**src/rtl/sram_req_scheduler.sv**
```systemverilog
// rtl/sram_req_scheduler.sv - round-robin burst scheduler onto the ECC SRAM AHB-Lite port
// Optional per-master ECC error counters: define SRAM_SCHED_ERR_CNT_EN.
module sram_req_scheduler #(
   parameter int NUM_MASTERS = 2,
   parameter int DATA_WIDTH  = 32,
   parameter int ADDR_WIDTH  = 10
) (
   input  logic                              HCLK,
   input  logic                              HRESETn,
   input  logic [NUM_MASTERS-1:0]            m_req,
   input  logic [NUM_MASTERS-1:0]            m_write,
   input  logic [NUM_MASTERS*ADDR_WIDTH-1:0] m_addr,
   input  logic [NUM_MASTERS*4-1:0]          m_len,
   input  logic [NUM_MASTERS*DATA_WIDTH-1:0] m_wdata,
   output logic [NUM_MASTERS-1:0]            m_ack,
   output logic [NUM_MASTERS-1:0]            m_rvalid,
   output logic [DATA_WIDTH-1:0]             m_rdata,
   output logic                              m_ecc_err,
   output logic [NUM_MASTERS*8-1:0]          err_cnt,
   input  logic                              err_cnt_clr,
   output logic                              s_hsel,
   output logic [1:0]                        s_htrans,
   output logic [ADDR_WIDTH-1:0]             s_haddr,
   output logic                              s_hwrite,
   output logic [2:0]                        s_hburst,
   output logic [2:0]                        s_hsize,
   output logic [DATA_WIDTH-1:0]             s_hwdata,
   output logic                              s_hready,
   input  logic [DATA_WIDTH-1:0]             s_hrdata,
   input  logic                              s_hreadyout,
   input  logic                              s_ecc_error
);
   localparam int PW = (NUM_MASTERS > 1) ? $clog2(NUM_MASTERS) : 1;
   localparam logic [1:0] HT_IDLE   = 2'b00;
   localparam logic [1:0] HT_NONSEQ = 2'b10;
   localparam logic [1:0] HT_SEQ    = 2'b11;

   typedef enum logic [1:0] {ST_IDLE, ST_BURST, ST_DRAIN} state_t;

   state_t                  state_q, state_d;
   logic [PW-1:0]           rr_ptr_q, rr_ptr_d, gnt_q, gnt_d;
   logic                    write_q, write_d, dphase_q, dphase_d, s_hsel_q, s_hsel_d;
   logic [3:0]              len_q, len_d, beat_q, beat_d;
   logic [1:0]              s_htrans_q, s_htrans_d;
   logic [2:0]              s_hburst_q, s_hburst_d;
   logic [ADDR_WIDTH-1:0]   s_haddr_q, s_haddr_d;
   logic [DATA_WIDTH-1:0]   s_hwdata_q, s_hwdata_d;

   logic                    arb_hit, rvalid_any;
   logic [PW-1:0]           arb_idx, gnt_next;
   logic [PW:0]             cand;
   logic [NUM_MASTERS-1:0]  gnt_onehot;

   // First requester at or after rr_ptr wins; the loop runs backwards so the nearest one is kept.
   always_comb begin
      arb_hit = 1'b0;
      arb_idx = '0;
      cand    = '0;
      for (int i = NUM_MASTERS - 1; i >= 0; i--) begin
         cand = {1'b0, rr_ptr_q} + (PW+1)'(i);
         if (cand >= (PW+1)'(NUM_MASTERS)) cand = cand - (PW+1)'(NUM_MASTERS);
         if (m_req[cand[PW-1:0]]) begin
            arb_hit = 1'b1;
            arb_idx = cand[PW-1:0];
         end
      end
   end

   assign gnt_next   = (gnt_q == PW'(NUM_MASTERS - 1)) ? '0 : gnt_q + PW'(1);
   assign gnt_onehot = NUM_MASTERS'(1) << gnt_q;
   assign rvalid_any = dphase_q & ~write_q & s_hreadyout;

   always_comb begin
      state_d    = state_q;
      rr_ptr_d   = rr_ptr_q;
      gnt_d      = gnt_q;
      write_d    = write_q;
      len_d      = len_q;
      beat_d     = beat_q;
      dphase_d   = dphase_q;
      s_hsel_d   = s_hsel_q;
      s_htrans_d = s_htrans_q;
      s_hburst_d = s_hburst_q;
      s_haddr_d  = s_haddr_q;
      s_hwdata_d = s_hwdata_q;
      // Nothing on the bus may move while the SRAM stalls.
      if (s_hreadyout) begin
         dphase_d = (state_q == ST_BURST);
         if (state_q == ST_BURST && write_q) s_hwdata_d = m_wdata[gnt_q*DATA_WIDTH +: DATA_WIDTH];
         if (state_q == ST_BURST) begin
            if (beat_q == len_q) begin
               state_d    = ST_DRAIN;
               s_htrans_d = HT_IDLE;
               s_hsel_d   = 1'b0;
               rr_ptr_d   = gnt_next;
            end else begin
               beat_d     = beat_q + 4'd1;
               s_haddr_d  = s_haddr_q + ADDR_WIDTH'(1);
               s_htrans_d = HT_SEQ;
            end
         end else if (arb_hit) begin
            state_d    = ST_BURST;
            gnt_d      = arb_idx;
            write_d    = m_write[arb_idx];
            len_d      = m_len[arb_idx*4 +: 4];
            beat_d     = 4'd0;
            s_haddr_d  = m_addr[arb_idx*ADDR_WIDTH +: ADDR_WIDTH];
            s_htrans_d = HT_NONSEQ;
            s_hburst_d = (m_len[arb_idx*4 +: 4] == 4'd0) ? 3'b000 : 3'b001;
            s_hsel_d   = 1'b1;
         end else begin
            state_d    = ST_IDLE;
            s_htrans_d = HT_IDLE;
            s_hsel_d   = 1'b0;
         end
      end
   end

   always_ff @(posedge HCLK or negedge HRESETn) begin
      if (!HRESETn) begin
         state_q    <= ST_IDLE;
         rr_ptr_q   <= '0;
         gnt_q      <= '0;
         write_q    <= 1'b0;
         len_q      <= '0;
         beat_q     <= '0;
         dphase_q   <= 1'b0;
         s_hsel_q   <= 1'b0;
         s_htrans_q <= HT_IDLE;
         s_hburst_q <= 3'b000;
         s_haddr_q  <= '0;
         s_hwdata_q <= '0;
      end else begin
         state_q    <= state_d;
         rr_ptr_q   <= rr_ptr_d;
         gnt_q      <= gnt_d;
         write_q    <= write_d;
         len_q      <= len_d;
         beat_q     <= beat_d;
         dphase_q   <= dphase_d;
         s_hsel_q   <= s_hsel_d;
         s_htrans_q <= s_htrans_d;
         s_hburst_q <= s_hburst_d;
         s_haddr_q  <= s_haddr_d;
         s_hwdata_q <= s_hwdata_d;
      end
   end

   assign m_ack     = (state_q == ST_BURST && s_hreadyout) ? gnt_onehot : '0;
   assign m_rvalid  = rvalid_any ? gnt_onehot : '0;
   assign m_rdata   = rvalid_any ? s_hrdata : '0;
   assign m_ecc_err = rvalid_any & s_ecc_error;
   assign s_hsel    = s_hsel_q;
   assign s_htrans  = s_htrans_q;
   assign s_haddr   = s_haddr_q;
   assign s_hwrite  = write_q;
   assign s_hburst  = s_hburst_q;
   assign s_hsize   = 3'b010;
   assign s_hwdata  = s_hwdata_q;
   assign s_hready  = s_hreadyout;

`ifdef SRAM_SCHED_ERR_CNT_EN
   logic [NUM_MASTERS*8-1:0] err_cnt_q, err_cnt_d;

   always_comb begin
      err_cnt_d = err_cnt_q;
      if (err_cnt_clr) err_cnt_d = '0;
      else if (m_ecc_err && err_cnt_q[gnt_q*8 +: 8] != 8'hFF)
         err_cnt_d[gnt_q*8 +: 8] = err_cnt_q[gnt_q*8 +: 8] + 8'd1;
   end

   always_ff @(posedge HCLK or negedge HRESETn) begin
      if (!HRESETn) err_cnt_q <= '0;
      else          err_cnt_q <= err_cnt_d;
   end

   assign err_cnt = err_cnt_q;
`else
   logic unused_err_cnt_clr;
   assign unused_err_cnt_clr = err_cnt_clr;
   assign err_cnt = '0;
`endif
endmodule

```
**config.mk**
```make
export PLATFORM = sky130hd
export DESIGN_NAME = sram_req_scheduler
export DESIGN_NICKNAME = d
export VERILOG_FILES = /design/src/rtl/sram_req_scheduler.sv
export SDC_FILE = /design/constraint.sdc
export NUM_CORES = 1
export LEC_CHECK = 0
export ABC_AREA = 1
export BUFFER_PORTS_ARGS = -buffer_cell sky130_fd_sc_hd__buf_4
export CAP_MARGIN = 20
export CORE_MARGIN = 2
export CORE_UTILIZATION = 43
export DETAILED_ROUTE_END_ITERATION = 8
export PLACE_DENSITY = 0.89
export SYNTH_ARGS = -nofsm -noshare
export SYNTH_HDL_FRONTEND = slang
export SYNTH_SLANG_ARGS = --single-unit
```
**constraint.sdc**
```tcl
create_clock -name HCLK -period 1.5 [get_ports HCLK]
set_input_delay 0.3 -clock HCLK [delete_from_list [all_inputs] [get_ports HCLK]]
set_output_delay 0.3 -clock HCLK [all_outputs]
set_load 0.05 [all_outputs]
```
## Word-level counts from Yosys, hierarchy flattened

Cells that the tools add are included.
Widths: inputs -> output; s select.

- Input port bits: 133
- Bits in registers: 62
- Logic and storage cells: 78

- Bitwise gates (word level): 5
- Shifts and indexed selects: 4
- Equal/unequal tests: 4
- Multiplexer cells: 32
- Multiply operators: 1
- $lt $le $gt $ge: 5
- Reduce and logical (&&, ||, !) cells: 9
- Add/subtract/negate cells: 6

Operators with widths:

| operator | count |
|---|---|
| $shiftx 64x7->32 | 1 |
| $mux 32 | 1 |
| $mux 10 | 3 |
| $shiftx 20x6->10 | 1 |
| $mux 1 | 18 |
| $mux 2 | 7 |
| $mux 4 | 3 |
| $add 10x1->10 const B | 1 |
| $reduce_and 3->1 | 3 |
| $shiftx 8x4->4 | 1 |
| $lt 1x2->1 const B | 3 |
| $add 4x1->4 const B | 1 |
| $eq 4x4->1 | 1 |
| $logic_not 4->1 | 1 |
| $mul 1x3->4 const B | 1 |
| $reduce_and 2->1 | 2 |
| $and 1x1->1 | 3 |
| $add 1x1->2 const B | 1 |
| $eq 2x1->1 const B | 1 |
| $ge 1x2->1 const B | 1 |
| $ge 2x2->1 const B | 1 |
| $logic_and 1x1->1 | 2 |
| $ne 2x1->1 const B | 1 |
| $ne 2x2->1 const B | 1 |
| other kinds (5) | 7 |

## Logic depth before layout (Yosys ltp)

Gate-level depths: netlist (run 1).

- Word-level depth: 11
- Mapped depth: 10
- Depth with buffers taken out: 9

## Worst setup path after synthesis (run 1)

No wires, ideal clock.

- Kind: register to output
- Start: register write_q (netlist: s_hwrite)
- End: output m_rdata[10]
- Arrival time: 1.913 ns
- Data required time: 1.200 ns
- Stages on the path, launching flop included: 5
- Slack: -0.713 ns
- Path buffers: 1
- Path through: dfrtp_1 > inv_1 > nand3_1 > clkbuf_1 > nor2_1

- Longest elaborated chain between the ends: 4

Ends and longest elaborated chain:

| what | RTL line | RTL |
|---|---|---|
| from (decl) | 42 | `logic write_q, write_d, dphase_q, dphase_d, s_hsel_q, s_hsel_d;` |
| from (signal assigned) | 137 | `write_q <= write_d;` |
| $not 1->1 | 71 | `assign rvalid_any = dphase_q & ~write_q & s_hreadyout;` |
| $and 1x1->1 (2 in series) | 71 |  |
| $mux 32 | 151 | `assign m_rdata = rvalid_any ? s_hrdata : '0;` |
| to (decl) | 17 | `output logic [DATA_WIDTH-1:0] m_rdata,` |

Every way passes these cells.

## Worst setup path in the final report (run 1)

Ends and elaborated chain as after synthesis.

==> results of run 1 <==
[cells by family after synthesis]
kind of cell,Yosys count,synth area share (%)
AOI/OAI and AO/OA,96,15.5
xor gates and xnor gates,5,1.17
adders and majority gates,2,0.670
buffers and inverters,106,13.9
DFF,59,39.6
other,2,0.201
and+or+nand+nor,245,29.0
[placed cells by master, fill, tap and decap left out, types with 2 or more instances in the layout]
cell type	n
ha_1	2
buf_8	10
nand3_1	26
nand2_2	8
nand4_1	2
conb_1	21
clkbuf_16	2
nand3_4	2
buf_12	6
inv_1	55
o21a_1	33
inv_4	3
a21oi_1	2
xnor2_1	3
buf_4	198
nand2_8	3
nor2_1	27
nand3_2	2
bufinv_16	3
clkbuf_8	12
buf_6	35
dfrtp_2	7
nand2_1	102
inv_2	2
buf_16	3
or2_2	33
xor2_1	2
o21ai_0	54
o21bai_1	3
dfrtp_1	52
nor2_4	39
o22ai_1	2
[area by class of cell]
class | instances | share of cell area (%)
Inverter | 60 | 3.53
Timing Repair Buffer | 256 | 34.8
Clock inverter | 4 | 1.44
Sequential cell | 59 | 22.5
Clock buffer | 12 | 2.50
Multi-Input combinational cell | 370 | 33.2
Tap cell | 105 | 1.99
[power breakdown]
group	internal [mW]	switching [mW]
clock	1.24	0.655
sequential	2.36	0.610
combinational	3.37	5.75
[registers in the layout, summed over array words and instances (netlist names), 2 cells and up]
signal / cells
s_haddr: 10
state_q: 2
beat_q: 4
s_hwdata: 32
s_htrans: 2
len_q: 4
[layer usage]
metal,up-vias,GRT usage [%]
li1,2048,-
met1,2055,30.1
met4,0,6.39
met5,-,0
met3,26,7.27
met2,204,51.7
[worst min-delay path by stage]
stage | from | end | slack, ps | depth (start not counted)
4_1_cts | m_write[1] | s_hwrite | 270 | 3
6_report | m_write[1] | s_hwrite | 270 | 3
2_1_floorplan | HRESETn | beat_q[0] | 4 | 0
3_3_place_gp | HRESETn | s_htrans[0] | 250 | 1
3_5_place_dp | HRESETn | s_htrans[1] | 260 | 1
5_1_grt | m_write[1] | s_hwrite | 290 | 3
[what timing repair did]
item,4_1_cts,5_1_grt
setup endpoints to repair,43,82
hold endpoints to repair,29,0
hold buffers,1,0
buffers inserted,8,2
pin swaps,4,7
gates cloned,4,3
resized for setup,58,26
[stage by stage]
step	instance area, µm²	std cells
after global placement	5800	834
after global routing	6600	866
after CTS	6430	863
after floorplan	4160	534
final	6600	866
after detailed placement	5800	834
[worst max-delay path, cell delays in order, from the launching register on]
cell	delay, ps
dfrtp_2	430
inv_4	90
nand3_4	140
buf_4	200
nor2_4	100
buf_6	160
==> impl_metrics.json, run 1 <==
{
  "met3_length_um": 884,
  "dieArea_um2": 9440,
  "max-cap-violations": 0,
  "htree_levels": 3,
  "cts_root_buf": "clkbuf_8",
  "peakVddDrop_mv": 1.25,
  "report.power.total_mw": 14.0,
  "synth_common_cells": "111 x nand2_1, 64 x nor2_1, 59 x dfrtp_1, 56 x inv_1, 54 x o21ai_0",
  "grt.total_usage_pct": 27.2,
  "wl_met1_mm": 4.87,
  "clock.fmax_mhz": 567,
  "yosys_most_used_dff": "dfrtp_1",
  "crit_required_ps": 1200,
  "ios": 239,
  "min_path_type": "input pin to flip-flop",
  "grt_max_degree": 35,
  "crit_path_start_kind": "flip-flop",
  "worstPathMaxFanout": 5,
  "drive_above_1_share_pct": 48.8,
  "final_util_pct": 79.5,
  "postRouteAntennaNets": 0,
  "grt_pass1_vias": 4399,
  "async_flop_share_pct": 100,
  "finalHoldViolCount": 0,
  "synth_area_um2": 3730,
  "start_util_pct": 45.0,
  "core_area_um2": 8300,
  "rows": 33,
  "cts_buffer_depth": 2,
  "synth_area_leader_cell": "dfrtp_1",
  "avgRoutedWirePerCell_um": 15.4,
  "ys_top_cells_by_area": "dfrtp_1 40%, nand2_1 11%, o21ai_0 7.2%, o21a_1 6.6%, nor2_1 6.4%",
  "die_w_um": 97.2,
  "grt-ovfl-total": 0,
  "rsz0062_at_grt": "yes",
  "gp_congestion": 0.848,
  "setup_viol_count_final": 69,
  "hold_slack_ps": 273,
  "cp_data_arrival_time_ps": 1460,
  "r2r_slack_ps": -130,
  "dp_worst_setup_slack_ps": -5.89,
  "cts_sinks": 59,
  "synth.avg_cell_area_um2": 7.25,
  "route.met2.wl_mm": 7.34,
  "p_leak_nw": 3.29,
  "crit-reg2reg-launch": "state_q[1]",
  "antennaDiodeCount": 0,
  "dr.pass1.iters": 5,
  "grt_pass1_wl_mm": 21.1,
  "dieHeight_um": 97.2,
  "skew_ps": 7.37,
  "cp-endpoint": "m_rdata[10]",
  "yosysSeqAreaShare_pct": 39.6,
  "viasPerCell": 5.00,
  "drc": 0,
  "synth_top_area_share_pct": 39.6,
  "ys_seq_elements": 59,
  "drt_wl_total_mm": 13.3,
  "synthDistinctLibCells": 27,
  "yosysWarnings": 0,
  "register_area_um2": 1490,
  "setup_slack_ps": -262,
  "highest_layer": "met4",
  "fin_crit_sh_pct": 117,
  "reg2reg_to": "s_hwdata[0]",
  "syn_inst": 515,
  "numCtsBuffers": 9,
  "clk_latency_ps": 340,
  "antenna_found_initial": 0,
  "power_density_nw_per_um2": 2120,
  "clk_pin_slew_worst_paths_ps": 70,
  "path_class": "flip-flop to output pin",
  "violations": "setup timing",
  "min_period_ps": 1760,
  "cp-startpoint": "s_hwrite",
  "vias": 4333,
  "areaGrowthSynthToFinish_pct": 76.8,
  "yosysMostFrequentCell": "nand2_1",
  "outcome": "finished, violations left",
  "multi_input_area_um2": 2190,
  "finalMaxSlewViolations": 0,
  "io_buffers": 216,
  "end_kind": "output pin",
  "fillerInstances": 528,
  "fin_setup_tns_ps": -11180,
  "first_iter_violations": 141,
  "synth_edf_count": 0,
  "r2r_cells": 9,
  "finalNetCount": 891,
  "cts_tree": "done",
  "dp_hpwl_mm": 9.14
}
Power figures use the tool's default switching activity.
==> run 2: changes to the inputs <==
Settings changed: CORE_UTILIZATION 43 to 30, PLACE_DENSITY 0.89 to 0.68.
==> run 2 against run 1 <==
The flow still finishes with violations (setup timing). Flip-flop and latch count stayed put. Cell count increased by 6.2%. Die area up 41%. Register-to-register slack better by 170 ps. Critical path depth is the same.
==> impl_metrics.json, run 2 (synthesis gave the netlist of run 1 again) <==
{
  "outcome": "finished, violations left",
  "violations": "setup timing",
  "viasPerCell": 4.45,
  "finalNetCount": 882,
  "use_met1_pct": 21.1,
  "p_int_mw": 7.22,
  "ios": 239,
  "finalHoldViolCount": 0,
  "instances_no_fill": 920,
  "cts_buffer_depth": 2,
  "cp_data_arrival_time_ps": 1370,
  "worstPathMaxFanout": 19,
  "postRouteAntennaNets": 0,
  "power_density_nw_per_um2": 2130,
  "finalMaxSlewViolations": 0,
  "grt_pass1_vias": 4012,
  "start_util_pct": 30.9,
  "min_path_type": "input pin to flip-flop",
  "p_clk_share_pct": 15.8,
  "dieHeight_um": 116,
  "largest_reg_flops": 32,
  "fillerInstances": 1134,
  "reg2reg_to": "s_hburst[0]",
  "grt_pass1_wl_mm": 19.0,
  "r2r_cells": 8,
  "drt_wl_total_mm": 12.3,
  "min_period_ps": 1670,
  "pwr-share-seq_pct": 21.0,
  "fin_crit_sh_pct": 112,
  "rows": 40,
  "drc": 0,
  "vias": 4093,
  "final_cell_mix": "199 x buf_4, 109 x nand2_1, 55 x inv_1",
  "fin_setup_tns_ps": -5550,
  "gp_congestion": 0.797,
  "grt-ovfl-total": 0,
  "dr.pass1.iters": 4,
  "peakVddDrop_mv": 0.869,
  "setup_slack_ps": -174,
  "final_common_cell": "buf_4",
  "antennaDiodeCount": 0,
  "core_area_um2": 12100,
  "skew_ps": 6.89,
  "hold_slack_ps": 260,
  "areaGrowthSynthToFinish_pct": 76.2,
  "p_sw_mw": 6.81,
  "htree_levels": 3,
  "setup_viol_count_final": 36,
  "cts_sinks": 59,
  "dp_hpwl_mm": 9.10,
  "antenna_found_initial": 0,
  "dieArea_um2": 13300,
  "p_leak_nw": 3.26,
  "grt_max_degree": 45,
  "cts_tree": "done",
  "first_iter_violations": 120,
  "io_buffers": 216,
  "clock.fmax_mhz": 598,
  "clk_pin_slew_worst_paths_ps": 50,
  "clk_latency_ps": 310,
  "cp-endpoint": "m_rdata[9]",
  "numCtsBuffers": 9,
  "rsz0062_at_grt": "yes",
  "placed_cells": 893,
  "cp-startpoint": "s_hwrite",
  "use_met2_pct": 32.3,
  "drive_above_1_share_pct": 46.7,
  "end_kind": "output pin",
  "path_class": "flip-flop to output pin",
  "grt.total_usage_pct": 17.7,
  "avgRoutedWirePerCell_um": 13.4,
  "max-cap-violations": 0,
  "p_sw_share_pct": 48.5,
  "combPwrFrac_pct": 63.2,
  "cts_root_buf": "clkbuf_16",
  "use_met3_pct": 3.87,
  "crit_path_start_kind": "flip-flop",
  "crit_required_ps": 1200,
  "die_w_um": 116,
  "grt-busiest-layer": "met2",
  "r2r_slack_ps": 40,
  "crit-reg2reg-launch": "state_q[1]"
}
## run 2: cell types whose count changed in the layout (fill, tap and decap cells not counted), moves of 2 or more
cell       delta
buf_16        -3
buf_6        -12
buf_8         +5
clkbuf_16     +9
clkbuf_8     -10
nand2_1       +7
nand2_2       -7
nand3_1       +2
nand3_2       -2
nor2_2        +5
nor2_4        -5
## run 2: repair_timing
action / 4_1_cts / 5_1_grt
gates resized for setup: 46 / 19
hold buffers: 1 / 0
setup endpoints to repair: 37 / 82
pin swaps: 2 / 2
gates cloned: 1 / 2
hold endpoints to repair: 24 / 0
buffers inserted: 7 / 2
## run 2: cell type report
type	count	area (µm²)	area share [%]
flip-flops and latches	59	1480	22.6
multi-input cells	369	2110	32.1
repair buffers	248	2210	33.6
clock inverters	4	72.6	1.10
inverters	60	233	3.54
clock buffers	12	256	3.90
well taps	168	210	3.20
## run 2: worst min path at each step
| stage | endpoint | slack (ps) | cells after the start | startpoint |
|---|---|---|---|---|
| finish | s_hwrite | 260 | 3 | m_write[1] |
| floorplan | beat_q[0] | 4 | 0 | HRESETn |
| global placement | s_hwdata[10] | 220 | 1 | HRESETn |
| CTS | s_hwrite | 250 | 3 | m_write[1] |
| global route | s_hwrite | 300 | 3 | m_write[1] |
| detailed placement | s_hwdata[10] | 220 | 1 | HRESETn |
## run 2: power by group through the flow
stage	Combinational, mW	Sequential [mW]	Clock [mW]
3_5_place_dp	8.15	2.97	0
4_1_cts	8.65	2.95	2.27
3_3_place_gp	8.02	2.93	0
5_1_grt	9.48	3.06	2.37
6_report	8.86	2.95	2.21
2_1_floorplan	3.78	4.90	0
## run 2: worst max-delay path, cell delays in order (launching register included)
cell and delay [ps]:
dfrtp_2 420, inv_4 60, nand3_4 90, buf_12 200, nor2_4 120, buf_8 160
## run 2: per-stage QoR
stage          setup slack [ps]  area [µm²]  utilization, %  power, mW
3_3_place_gp               48.8        5850            48.5       11.0
4_1_cts                    -195        6450            53.4       13.9
2_1_floorplan              -118        4160               -       8.68
5_1_grt                    -257        6580            54.5       14.9
6_report                   -174        6580            54.5       14.0
3_5_place_dp               29.0        5850            48.5       11.1
## run 2: metal layers
layer | vias up | routed length (µm) | part of all wire [%]
li1 | 2037 | - | -
met1 | 1876 | 4720 | 38
met2 | 157 | 6590 | 53
met3 | 23 | 834 | 6.8
met4 | 0 | 194 | 1.6
met5 | - | 0 | 0
==> run 3: changes to the inputs <==
Settings changed: ABC_AREA 1 to not set, CELL_PAD_IN_SITES_DETAIL_PLACEMENT set to 1, CELL_PAD_IN_SITES_GLOBAL_PLACEMENT set to 1, CORE_ASPECT_RATIO set to 1.75, CORE_UTILIZATION 30 to 29, PLACE_DENSITY 0.68 to 0.89.
==> run 3 against run 2 <==
The run ends with DRC, setup timing left. Design area rose by 3.8%. Clock power rose by 15%. Critical path depth rose by 2. Cell count fell by 15%. Setup slack got worse by 180 ps. Flip-flop and latch count did not move. Power rose by 14%. Largest cell class unchanged.
==> impl_metrics.json, run 3 <==
{
  "die_w_um": 85.8,
  "power_density_nw_per_um2": 2350,
  "worstPathCellList": "xor2_1, o41a_4, buf_4, buf_6, nand2_1, xor2_1, nor2_1",
  "rsz0062_at_grt": "yes",
  "finalNetCount": 774,
  "core_area_um2": 11500,
  "skew_ps": 15.8,
  "avgRoutedWirePerCell_um": 20.6,
  "drive_above_1_share_pct": 60.7,
  "htree_levels": 3,
  "clock.fmax_mhz": 540,
  "io_buffers": 216,
  "ios": 239,
  "end_kind": "flip-flop",
  "yosysSeqAreaShare_pct": 43.4,
  "areaGrowthSynthToFinish_pct": 101,
  "rows": 52,
  "fin_setup_tns_ps": -13540,
  "multi_input_area_um2": 2080,
  "max-cap-violations": 0,
  "setup_slack_ps": -352,
  "vias": 3913,
  "grt_max_degree": 41,
  "synth_top_area_share_pct": 43.4,
  "r2r_cells": 7,
  "fin_crit_sh_pct": 123,
  "fillerInstances": 1235,
  "worstPathMaxFanout": 4,
  "critPathBufInv": 2,
  "worst_path_most_repeated_cell": "xor2_1",
  "crit_required_ps": 1700,
  "postRouteAntennaNets": 0,
  "yosys_most_used_dff": "dfrtp_1",
  "final_cell_mix": "221 x buf_4, 54 x dfrtp_1, 43 x mux2i_1",
  "setup_viol_count_final": 58,
  "synth_edf_count": 0,
  "antennaDiodeCount": 0,
  "grt_pass1_wl_mm": 22.1,
  "cts_tree": "done",
  "yosysMostFrequentCell": "dfrtp_1",
  "violations": "DRC, setup timing",
  "whs_path_depth": 3,
  "grt-ovfl-total": 0,
  "drc": 26,
  "async_flop_share_pct": 100,
  "synth_area_um2": 3400,
  "final_util_pct": 59.3,
  "slowest_delay_ps": 540,
  "grt.total_usage_pct": 22.9,
  "drt_wl_total_mm": 16.0,
  "syn_inst": 364,
  "dr.pass1.iters": 6,
  "dp_hpwl_mm": 10.6,
  "clk_pin_slew_worst_paths_ps": 50,
  "dieHeight_um": 147,
  "outcome": "finished, violations left",
  "synth_area_leader_cell": "dfrtp_1",
  "final_common_cell": "buf_4",
  "dieArea_um2": 12600,
  "synth_common_cells": "59 x dfrtp_1, 49 x nand2_1, 47 x mux2i_1, 45 x o21ai_0, 35 x and2_1",
  "register_area_um2": 1480,
  "path_class": "flip-flop to flip-flop",
  "crit_path_start_kind": "flip-flop",
  "crit_cells": 7,
  "peakVddDrop_mv": 1.49,
  "viasPerCell": 5.02,
  "start_util_pct": 29.5,
  "synth.avg_cell_area_um2": 9.34,
  "cts_root_buf": "clkbuf_16",
  "cts_sinks": 59,
  "ys_seq_elements": 59,
  "finalHoldViolCount": 0,
  "gp_congestion": 0.885,
  "finalMaxSlewViolations": 0,
  "p_leak_nw": 3.41,
  "clk_latency_ps": 330,
  "yosysWarnings": 0,
  "numCtsBuffers": 9,
  "crit_family": "compound AO/OA/AOI/OAI gates",
  "largest_reg_flops": 32,
  "grt_pass1_vias": 4342,
  "synthDistinctLibCells": 42,
  "antenna_found_initial": 0,
  "first_iter_violations": 135,
  "ys_top_cells_by_area": "dfrtp_1 43%, mux2i_1 14%, o21ai_0 6.6%, and2_1 6.4%, nand2_1 5.4%",
  "crit_slowest_cell": "o41a_4",
  "cp_data_arrival_time_ps": 2060,
  "min_period_ps": 1850,
  "min_path_type": "input pin to flip-flop",
  "cts_buffer_depth": 2
}
## run 3: changes by cell type after synthesis, moves of 32 or more
cell | before | now
inv_1 | 56 | 4
mux2i_1 | 0 | 47
nor2_1 | 64 | 11
o21a_1 | 33 | 1
or2_2 | 33 | 0
and2_1 | 0 | 35
nand2_1 | 111 | 49
## run 3: cell families (layout without fill, tap and decap cells)
| family | count (synthesis) | count (layout) | share of synthesized area [%] |
|---|---|---|---|
| and+or+nand+nor | 123 | 123 | 18.4 |
| AOI/OAI and AO/OA | 77 | 77 | 13.6 |
| DFF | 59 | 59 | 43.4 |
| muxes | 48 | 48 | 14.2 |
| buffers and inverters | 48 | 309 | 8.17 |
| xor gates and xnor gates | 5 | 5 | 1.29 |
| adders and majority gates | 2 | 2 | 0.736 |
| other | 2 | 21 | 0.221 |
## run 3: path summary, 6_finish.rpt
path | startpoint | endpoint | slack, ps
max | beat_q[1] | beat_q[2] | -350
min | m_wdata[7] | s_hwdata[7] | 260
max reg2reg | beat_q[1] | beat_q[2] | -350
min reg2reg | s_hwdata[2] | s_hwdata[2] | 480
max in group asynchronous | HRESETn | s_hwdata[29] | 540
min in group asynchronous | HRESETn | len_q[0] | 400
## run 3: power breakdown
part	internal, mW	total [mW]	switching, mW
registers	2.35	3.01	0.657
logic	4.36	10.5	6.15
clock network	1.79	2.54	0.749
total	8.50	16.1	7.55
## run 3: metrics by stage
stage	worst slack (ps)	std cells	hold WS, ps	total power, mW	instance area (µm²)
floorplan	-205	383	4.41	8.25	3610
global placement	-235	734	197	11.1	5550
detailed placement	-296	734	208	11.4	5550
CTS	-303	767	264	15.0	6450
global route	-398	779	259	16.8	6830
finish	-352	779	256	16.1	6830
## run 3: layer usage
layer	GRT usage (%)	vias up	part of all wire, %
met2	45.6	199	58
met4	12.2	0	4.3
li1	-	1768	-
met1	20.8	1902	31
met3	4.16	44	6.3
met5	0	-	0
## run 3: tightest hold or removal path, stage by stage
cell	delay [ps]
buf_4	70
mux2i_1	60
o21ai_1	110
## run 3: layout make-up
cell class              instances  area share, %
inverters                       4          0.220
multi-input cells             276           30.5
clock buffers                  11           3.41
clock inverters                 5           1.83
well taps                     135           2.47
repair buffers                289           39.9
flip-flops and latches         59           21.7
## run 3: repair_timing
item | in CTS | in global routing
buffers inserted | 17 | 7
cloned | 1 | 6
endpoints found under the setup margin | 61 | 74
pin swaps | 17 | 9
resized for setup | 102 | 74
hold endpoints to repair | 19 | 0
hold buffers | 1 | 0
